### config.mk
export PLATFORM = sky130hd
export DESIGN_NAME = axis_moving_window_integrator
export DESIGN_NICKNAME = d
export VERILOG_FILES = /design/src/rtl/ecg_pkg.sv /design/src/rtl/mwi_delay_line.sv /design/src/rtl/axis_moving_window_integrator.sv
export SDC_FILE = /design/constraint.sdc
export NUM_CORES = 2
export LEC_CHECK = 0
export CORE_ASPECT_RATIO = 0.5
export CORE_UTILIZATION = 50
export DETAILED_ROUTE_END_ITERATION = 8
export GPL_TIMING_DRIVEN = 0
export HOLD_SLACK_MARGIN = 0.02
export PLACE_DENSITY = 0.73
export SLEW_MARGIN = 15
export SYNTH_ARGS = -nofsm -noshare
export SYNTH_HDL_FRONTEND = slang
export SYNTH_HIERARCHICAL = 1
export SYNTH_SLANG_ARGS = --single-unit
### constraint.sdc
create_clock -name clk -period 6.4 [get_ports clk]
set_input_delay 1.28 -clock clk [delete_from_list [all_inputs] [get_ports clk]]
set_output_delay 1.28 -clock clk [all_outputs]
set_load 0.1 [all_outputs]
### src/rtl/ecg_pkg.sv
// rtl/ecg_pkg.sv - shared defaults and state encoding for the ECG processing chain
//
// Purpose : common parameters for the QRS-detection chain blocks, plus the
//           FILL/RUN state encoding used by the moving-window integrator.
// Contents: ECG_WIDTH   - default signed sample width of the differentiator output
//           MWI_N_LOG2  - default log2 of the integration window length
//           mwi_state_t - integrator fill state
//           mwi_acc_width() - accumulator width for a given sample width / window

package ecg_pkg;

  localparam int ECG_WIDTH  = 16;
  localparam int MWI_N_LOG2 = 5;

  typedef enum logic {
    MWI_FILL = 1'b0,
    MWI_RUN  = 1'b1
  } mwi_state_t;

  // A window of 2^n_log2 squares of width-bit samples needs 2*width + n_log2
  // bits to hold the running sum without wrapping.
  function automatic int mwi_acc_width(input int width, input int n_log2);
    return 2 * width + n_log2;
  endfunction

endpackage

### src/rtl/mwi_delay_line.sv
// rtl/mwi_delay_line.sv - window delay line for the moving-window integrator
//
// Purpose : 2^ADDR_W x DATA_W simple dual-port memory, one write port and one
//           synchronous read port. A read and write to the same address in the
//           same cycle returns the old contents. No reset, so it maps onto
//           block or distributed RAM.
// Ports   : clk     - clock
//           wr_en   - write strobe
//           wr_addr - write address
//           wr_data - write data
//           rd_en   - read strobe; rd_data updates only when set
//           rd_addr - read address
//           rd_data - registered read data

module mwi_delay_line #(
  parameter int ADDR_W = 5,
  parameter int DATA_W = 32
) (
  input  logic              clk,
  input  logic              wr_en,
  input  logic [ADDR_W-1:0] wr_addr,
  input  logic [DATA_W-1:0] wr_data,
  input  logic              rd_en,
  input  logic [ADDR_W-1:0] rd_addr,
  output logic [DATA_W-1:0] rd_data
);

  localparam int DEPTH = 1 << ADDR_W;

  logic [DATA_W-1:0] mem [0:DEPTH-1];

  // Both accesses use non-blocking assignment, so a same-address read sees
  // the value from before this edge's write.
  always_ff @(posedge clk) begin
    if (wr_en) begin
      mem[wr_addr] <= wr_data;
    end
    if (rd_en) begin
      rd_data <= mem[rd_addr];
    end
  end

endmodule

### src/rtl/axis_moving_window_integrator.sv
// rtl/axis_moving_window_integrator.sv - streaming moving-window mean of squared samples
//
// Purpose : y[n] = (sum of x[k]^2 over the last N = 2^N_LOG2 samples) >> N_LOG2,
//           with samples before reset treated as zero. Two register stages:
//           stage 1 squares the sample and reads the oldest window entry,
//           stage 2 updates the running sum, writes the new square and
//           registers the output.
// Ports   : clk           - clock, rising edge
//           rst_n         - asynchronous active-low reset
//           s_axis_tvalid - input sample valid
//           s_axis_tdata  - signed WIDTH-bit input sample
//           s_axis_tready - input sample accepted this cycle when valid
//           m_axis_tvalid - output sample valid
//           m_axis_tdata  - unsigned 2*WIDTH-bit window mean of squares
//           m_axis_tready - downstream accepts the output this cycle

module axis_moving_window_integrator
  import ecg_pkg::*;
#(
  parameter int WIDTH  = ECG_WIDTH,
  parameter int N_LOG2 = MWI_N_LOG2
) (
  input  logic                 clk,
  input  logic                 rst_n,
  input  logic                 s_axis_tvalid,
  input  logic [WIDTH-1:0]     s_axis_tdata,
  output logic                 s_axis_tready,
  output logic                 m_axis_tvalid,
  output logic [2*WIDTH-1:0]   m_axis_tdata,
  input  logic                 m_axis_tready
);

  localparam int SQ_W  = 2 * WIDTH;
  localparam int ACC_W = mwi_acc_width(WIDTH, N_LOG2);
  localparam int N     = 1 << N_LOG2;
  localparam int CNT_W = N_LOG2 + 1;

  logic                    en;
  logic                    r_ready;
  logic                    xfer;
  logic                    s1_valid;
  logic                    s2_fire;
  logic signed [SQ_W-1:0]  x_ext;
  logic [SQ_W-1:0]         sq_next;
  logic [SQ_W-1:0]         sq;
  logic [N_LOG2-1:0]       wr_ptr;
  logic [N_LOG2-1:0]       rd_addr;
  logic [SQ_W-1:0]         old_raw;
  logic [SQ_W-1:0]         old;
  logic [ACC_W-1:0]        acc;
  logic [ACC_W-1:0]        acc_next;
  logic [CNT_W-1:0]        fill_cnt;
  mwi_state_t              state;
  mwi_state_t              state_next;

  // Whole pipeline advances together; it stalls only when the output
  // register is full and downstream is not taking it.
  assign en            = ~m_axis_tvalid | m_axis_tready;
  assign s_axis_tready = en & r_ready;
  assign xfer          = s_axis_tvalid & s_axis_tready;
  assign s2_fire       = s1_valid & en;

  // Squaring at full SQ_W width keeps (-2^(WIDTH-1))^2 exact.
  assign x_ext   = {{WIDTH{s_axis_tdata[WIDTH-1]}}, s_axis_tdata};
  assign sq_next = x_ext * x_ext;

  // Held low for one cycle after reset release.
  always_ff @(posedge clk or negedge rst_n) begin
    if (!rst_n) begin
      r_ready <= 1'b0;
    end else begin
      r_ready <= 1'b1;
    end
  end

  // ---------------------------------------------------------------- stage 1
  always_ff @(posedge clk or negedge rst_n) begin
    if (!rst_n) begin
      s1_valid <= 1'b0;
      sq       <= '0;
    end else if (en) begin
      s1_valid <= xfer;
      if (xfer) begin
        sq <= sq_next;
      end
    end
  end

  // The read is for the slot this sample will overwrite. When stage 2 is
  // writing this same edge, wr_ptr is about to advance, so look one ahead.
  assign rd_addr = s2_fire ? wr_ptr + N_LOG2'(1) : wr_ptr;

  mwi_delay_line #(
    .ADDR_W (N_LOG2),
    .DATA_W (SQ_W)
  ) u_delay_line (
    .clk     (clk),
    .wr_en   (s2_fire),
    .wr_addr (wr_ptr),
    .wr_data (sq),
    .rd_en   (xfer),
    .rd_addr (rd_addr),
    .rd_data (old_raw)
  );

  // ---------------------------------------------------------------- stage 2
  // Delay-line contents survive reset, so anything read before the window
  // has been filled once is stale and must not be subtracted.
  assign old      = (state == MWI_FILL) ? '0 : old_raw;
  assign acc_next = acc + ACC_W'(sq) - ACC_W'(old);

  always_ff @(posedge clk or negedge rst_n) begin
    if (!rst_n) begin
      acc           <= '0;
      wr_ptr        <= '0;
      m_axis_tdata  <= '0;
      m_axis_tvalid <= 1'b0;
    end else begin
      if (s2_fire) begin
        acc           <= acc_next;
        wr_ptr        <= wr_ptr + N_LOG2'(1);
        m_axis_tdata  <= acc_next[ACC_W-1:N_LOG2];
        m_axis_tvalid <= 1'b1;
      end else if (m_axis_tready) begin
        m_axis_tvalid <= 1'b0;
      end
    end
  end

  // ------------------------------------------------------------ fill state
  always_ff @(posedge clk or negedge rst_n) begin
    if (!rst_n) begin
      state    <= MWI_FILL;
      fill_cnt <= '0;
    end else begin
      state <= state_next;
      if (s2_fire && (state == MWI_FILL)) begin
        fill_cnt <= fill_cnt + CNT_W'(1);
      end
    end
  end

  always_comb begin
    state_next = state;
    case (state)
      MWI_FILL: begin
        if (s2_fire && (fill_cnt == CNT_W'(N - 1))) begin
          state_next = MWI_RUN;
        end
      end
      MWI_RUN:  state_next = MWI_RUN;
      default:  state_next = MWI_FILL;
    endcase
  end

endmodule

======== Word-level counts from Yosys, hierarchy flattened ========
Memory sizes are Yosys's and may differ from the RTL's. A register that Yosys moved wholly into a read port is not among the register bits.
Index checks and enable logic that the tools add are counted.
storage, ports and cells
  bits in registers ....................... 116
  RAM bits ................................ 1024
  input bits .............................. 20
  output and inout port bits .............. 34
  word-level logic and storage cells ...... 34
  memories ................................ 1
operators by class
  add/subtract/negate cells ............... 4
  multipliers ............................. 1
  equality and inequality tests ........... 1
  mux-type cells .......................... 8
  bitwise operators ....................... 6
  reductions and logical operators ........ 4
memories
  name              words  bits a word  read ports  clocked after memory_dff  write ports  RTL line              RTL
  u_delay_line.mem  32     32           1           1                         1            mwi_delay_line.sv:30  logic [DATA_W-1:0] mem [0:DEPTH-1];
operators by type and width
  operator             count
  $add 37x32->37       1
  $sub 37x32->37       1
  $mul 16x16->32       1
  $mux 32              1
  $add 6x1->6 const B  1
  $eq 6x5->1 const B   1
  $add 5x1->5 const B  1
  $mux 1               5
  $mux 5               1
  $and 1x1->1          3
  $logic_and 1x1->1    2
  $not 1->1            2
  $pmux 1 s2           1
  $reduce_and 2->1     1
  $reduce_bool 2->1    1
  $or 1x1->1           1

======== Logic depth before layout (Yosys ltp) ========
  depth in word-level cells ............... 6
  mapped depth ............................ 25
  gate-level depth less buffers ........... 24

======== By module ========
Netlist, hierarchy kept.
modules (own cells, without submodules)
  module                         times used  cells an instance  area each (um^2)  seq. area each (um^2)
  mwi_delay_line                 1           2260               40805.4           31710.4
  axis_moving_window_integrator  1           1735               15382.3           2077.0

======== Worst setup path before layout ========
Ideal clock, no wire load.
  path type ............................... input port to flip-flop
  start point ............................. input s_axis_tdata[5]
  end point ............................... register sq[31]
  setup time .............................. 0.129 ns
  arrival ................................. 6.875 ns
  required time ........................... 6.271 ns
  path slack .............................. -0.604 ns
  stages on the path ...................... 22
  path buffers ............................ 2
  cells stage by stage .................... clkbuf_1 clkbuf_1 nand2_1 fa_1 inv_1 fa_1 inv_1 fa_1 fa_1 inv_1 fa_1 fa_1 ha_1 a21o_1 a21o_1 a21oi_1 nand2_1 a21oi_1 o221ai_2 o41ai_2 xnor2_1 o21ai_1
between the ends
  longest elaborated chain between the ends .. 1
RTL lines
  item                    RTL line                             RTL
  start: declaration      axis_moving_window_integrator.sv:26  input logic [WIDTH-1:0] s_axis_tdata,
  $mul 16x16->32          axis_moving_window_integrator.sv:65  assign sq_next = x_ext * x_ext;
  end signal: assignment  axis_moving_window_integrator.sv:84  sq <= sq_next;
  end: declaration        axis_moving_window_integrator.sv:45  logic [SQ_W-1:0] sq;
Every way passes these cells.
A chain may end at the register's enable or synchronous reset.

======== Worst setup path after layout ========
  start point ............................. input s_axis_tdata[13]
  end point ............................... register sq[30]
Same word-level chain as after synthesis.

==> out/qor.txt <==
CP Depth -> 23
Antenna violations before repair -> 3
Post-route DRC -> 0
Post-Route WL -> 138000 um
Top cell type's share of synthesized area -> 0.564
DR WL/cell -> 23.6 um
WP data required -> 6.96 ns
Hold depth -> 1
Synthesized flop and latch total -> 1139
First-pass DRT Iterations -> 6
Synth top area cells -> edfxtp_1 (56%), fa_1 (9.4%), mux2i_1 (9.2%)
Final worst-path cycle share -> 1.02
Syn avg cell area -> 14.1 um2
Arr. time, crit path -> 7.09 ns
Final Hold Viols -> 0
Worst-skew pair later-pin latency -> 0.69 ns
Post-Syn Area -> 0.0562 mm2
DR vias/cell -> 5.71
Cells after Synth -> 3995
Netlist cell types -> 82
Largest net degree at the start of global routing -> 49
Count of final setup violators -> 2
Fin. max-slew vios -> 0
Synth async-reset ratio -> 0.0729
Core ar. -> 0.111 mm2
Area growth, synth to finish -> 14.9%
WP buf/inv -> 5
CP Cell Sequence -> buf_4 -> clkinvlp_4 -> nor2_2 -> ha_1 -> xor2_1 -> fa_1 -> fa_1 -> inv_1 -> fa_2 -> fa_1 -> inv_1 -> fa_1 -> inv_2 -> ha_4 -> a21oi_4 -> o21ai_2 -> nor4b_2 -> a211oi_1 -> a221o_2 -> a211oi_4 -> a21oi_2 -> xnor2_2 -> o21ai_1
Finished Cell Area -> 0.0645 mm2
Sink Count -> 1139
Tightest Pin Transition -> 1.25 ns
Final RePlAce weighted congestion -> 0.904
Max-cap violations -> 0
Buffers on Ports -> 52
# H-tree levels -> 3
Synth area leader -> edfxtp_1
Antenna viol nets, final -> 0
First-pass GRT wire length -> 204000 um
CP peak stage delay -> 0.55 ns
Yosys warning count -> 6
Main synth FF type -> edfxtp_1
Vias in the first global route -> 33800
Crit path max-delay family -> adder cells
Post-synth EDFFs -> 1056
FF+latch area -> 0.0338 mm2
Most frequent cells in the layout -> edfxtp_1 (1056), mux2i_1 (514), inv_1 (460), nand2_1 (255), fa_1 (249)
Die height -> 239 um
Number of fill cells -> 8302
Most common cell after layout, fill and taps aside -> edfxtp_1
DIE AREA -> 0.114 mm2
Post-cts hold buffer count -> 0
Status -> complete, but fails checks
CTS tree -> done
Root buffer cell -> clkbuf_16
Max Clk Rate -> 153 MHz
Area of the multi-input gates -> 0.0203 mm2
Failing checks -> setup timing
Cell mode on critical path -> fa_1
Die width -> 476 um
Cell Rows -> 86
Critical path fanouts, max -> 7
Element type at the critical path end -> flip-flop
CP Launch Type -> input pin
Worst Setup Path Type -> input pin to flip-flop
Setup WS post-layout -> -0.128 ns
GRT overflow -> 0
Overall Global Routing Usage -> 0.242
DRT iter0 DRCs -> 3510
Placed instance area -> 0.0601 mm2
Starting Density -> 0.507
IO Count -> 54
RSZ-0062 raised after global routing -> true
Clock Skew -> 0.0598 ns
Fraction of layout cells with a size suffix above 1 -> 0.131
Clk slew on worst S/H paths -> 0.06 ns
Reg2Reg Depth -> 13
Min Clock Period, post-route -> 6.53 ns
DPL Wire Length -> 95500 um
Maximum clock insertion buffer count -> 3
Final net count -> 4683
Total CTS buffers -> 101
Max_slew headroom -> 0.166
Sequential fraction of the synthesis area -> 0.601
Via total after detailed routing -> 33400
Reg2Reg Setup Slack -> 1.07 ns
Critical path's slowest cell -> fa_1
Setup Slack @ Placement -> -1.98 ns
Hold WC Path Type -> flip-flop to flip-flop
logic make-up (layout without fill, tap and decap cells):
group | count (synthesis) | in the layout | share of synthesized area
DFF | 1139 | 1139 | 0.601
buffers and inverters | 675 | 1003 | 0.0522
and+or+nand+nor | 657 | 657 | 0.0547
AOI/OAI and AO/OA | 537 | 537 | 0.0651
muxes | 515 | 515 | 0.0918
adders and majority gates | 393 | 393 | 0.123
xor gates and xnor gates | 77 | 77 | 0.0120
other | 2 | 34 | 0.000134
per-layer routing:
| layer | vias to the layer above | routed length [um] | GRT usage |
|---|---|---|---|
| met5 | - | 0 | 0 |
| met4 | 0 | 3330 | 0.0604 |
| met3 | 245 | 12600 | 0.0483 |
| met2 | 1394 | 66100 | 0.395 |
| met1 | 17000 | 55900 | 0.332 |
| li1 | 14800 | - | - |
state kept, by name, indices dropped and copies added, names as in the netlist:
register              flops
u_delay_line/rd_data     32
r_ready                   1
fill_cnt                  6
s1_valid                  1
acc                       5
wr_ptr                    5
u_delay_line/mem       1024
m_axis_tvalid             1
sq                       31
state                     1
m_axis_tdata             32
final timing paths:
path / from / end
worst max-delay path: s_axis_tdata[13] / sq[30]
worst min-delay path: fill_cnt[5] / fill_cnt[5]
worst max register to register: m_axis_tvalid / u_delay_line/rd_data[8]
worst min register to register: fill_cnt[5] / fill_cnt[5]
max in group asynchronous: rst_n / sq[19]
min in group asynchronous: rst_n / m_axis_tdata[15]
metrics by stage:
step / util / cells / setup TNS, ns / hold WS [ns]
CTS: 0.579 / 5832 / -0.236 / 0.478
floorplan: - / 4026 / -0.430 / 0.436
detailed placement: 0.543 / 5608 / -84.13 / 0.464
finish: 0.583 / 5851 / -0.241 / 0.470
global route: 0.583 / 5850 / -0.919 / 0.503
global placement: 0.532 / 5574 / -1347.15 / 0.453
cells in the mapped netlist (67+ instances only):
library cell	number
a21oi_1	146
a22oi_1	96
clkbuf_1	82
dfrtp_1	83
edfxtp_1	1056
fa_1	264
ha_1	129
inv_1	472
mux2i_1	514
nand2_1	267
nand3_1	114
nor2_1	94
o21ai_0	67
area by class of cell:
class / instances / share of cell area
inverters: 474 / 0.0280
well taps: 1496 / 0.0290
repair buffers: 142 / 0.0295
flip-flops and latches: 1139 / 0.524
plain buffers: 200 / 0.0225
clock buffers: 132 / 0.0422
diodes: 1 / 0.0000388
multi-input cells: 2212 / 0.315
clock inverters: 55 / 0.00973
what timing repair did:
| action | 4_1_cts | 5_1_grt |
|---|---|---|
| setup buffers | 38 | 17 |
| gates resized for setup | 157 | 78 |
| setup endpoints to repair | 17 | 21 |
| pin swaps | 47 | 54 |
Power is not shown: default switching activity piles up to over one toggle a cycle in this logic, so the estimate is an artifact.
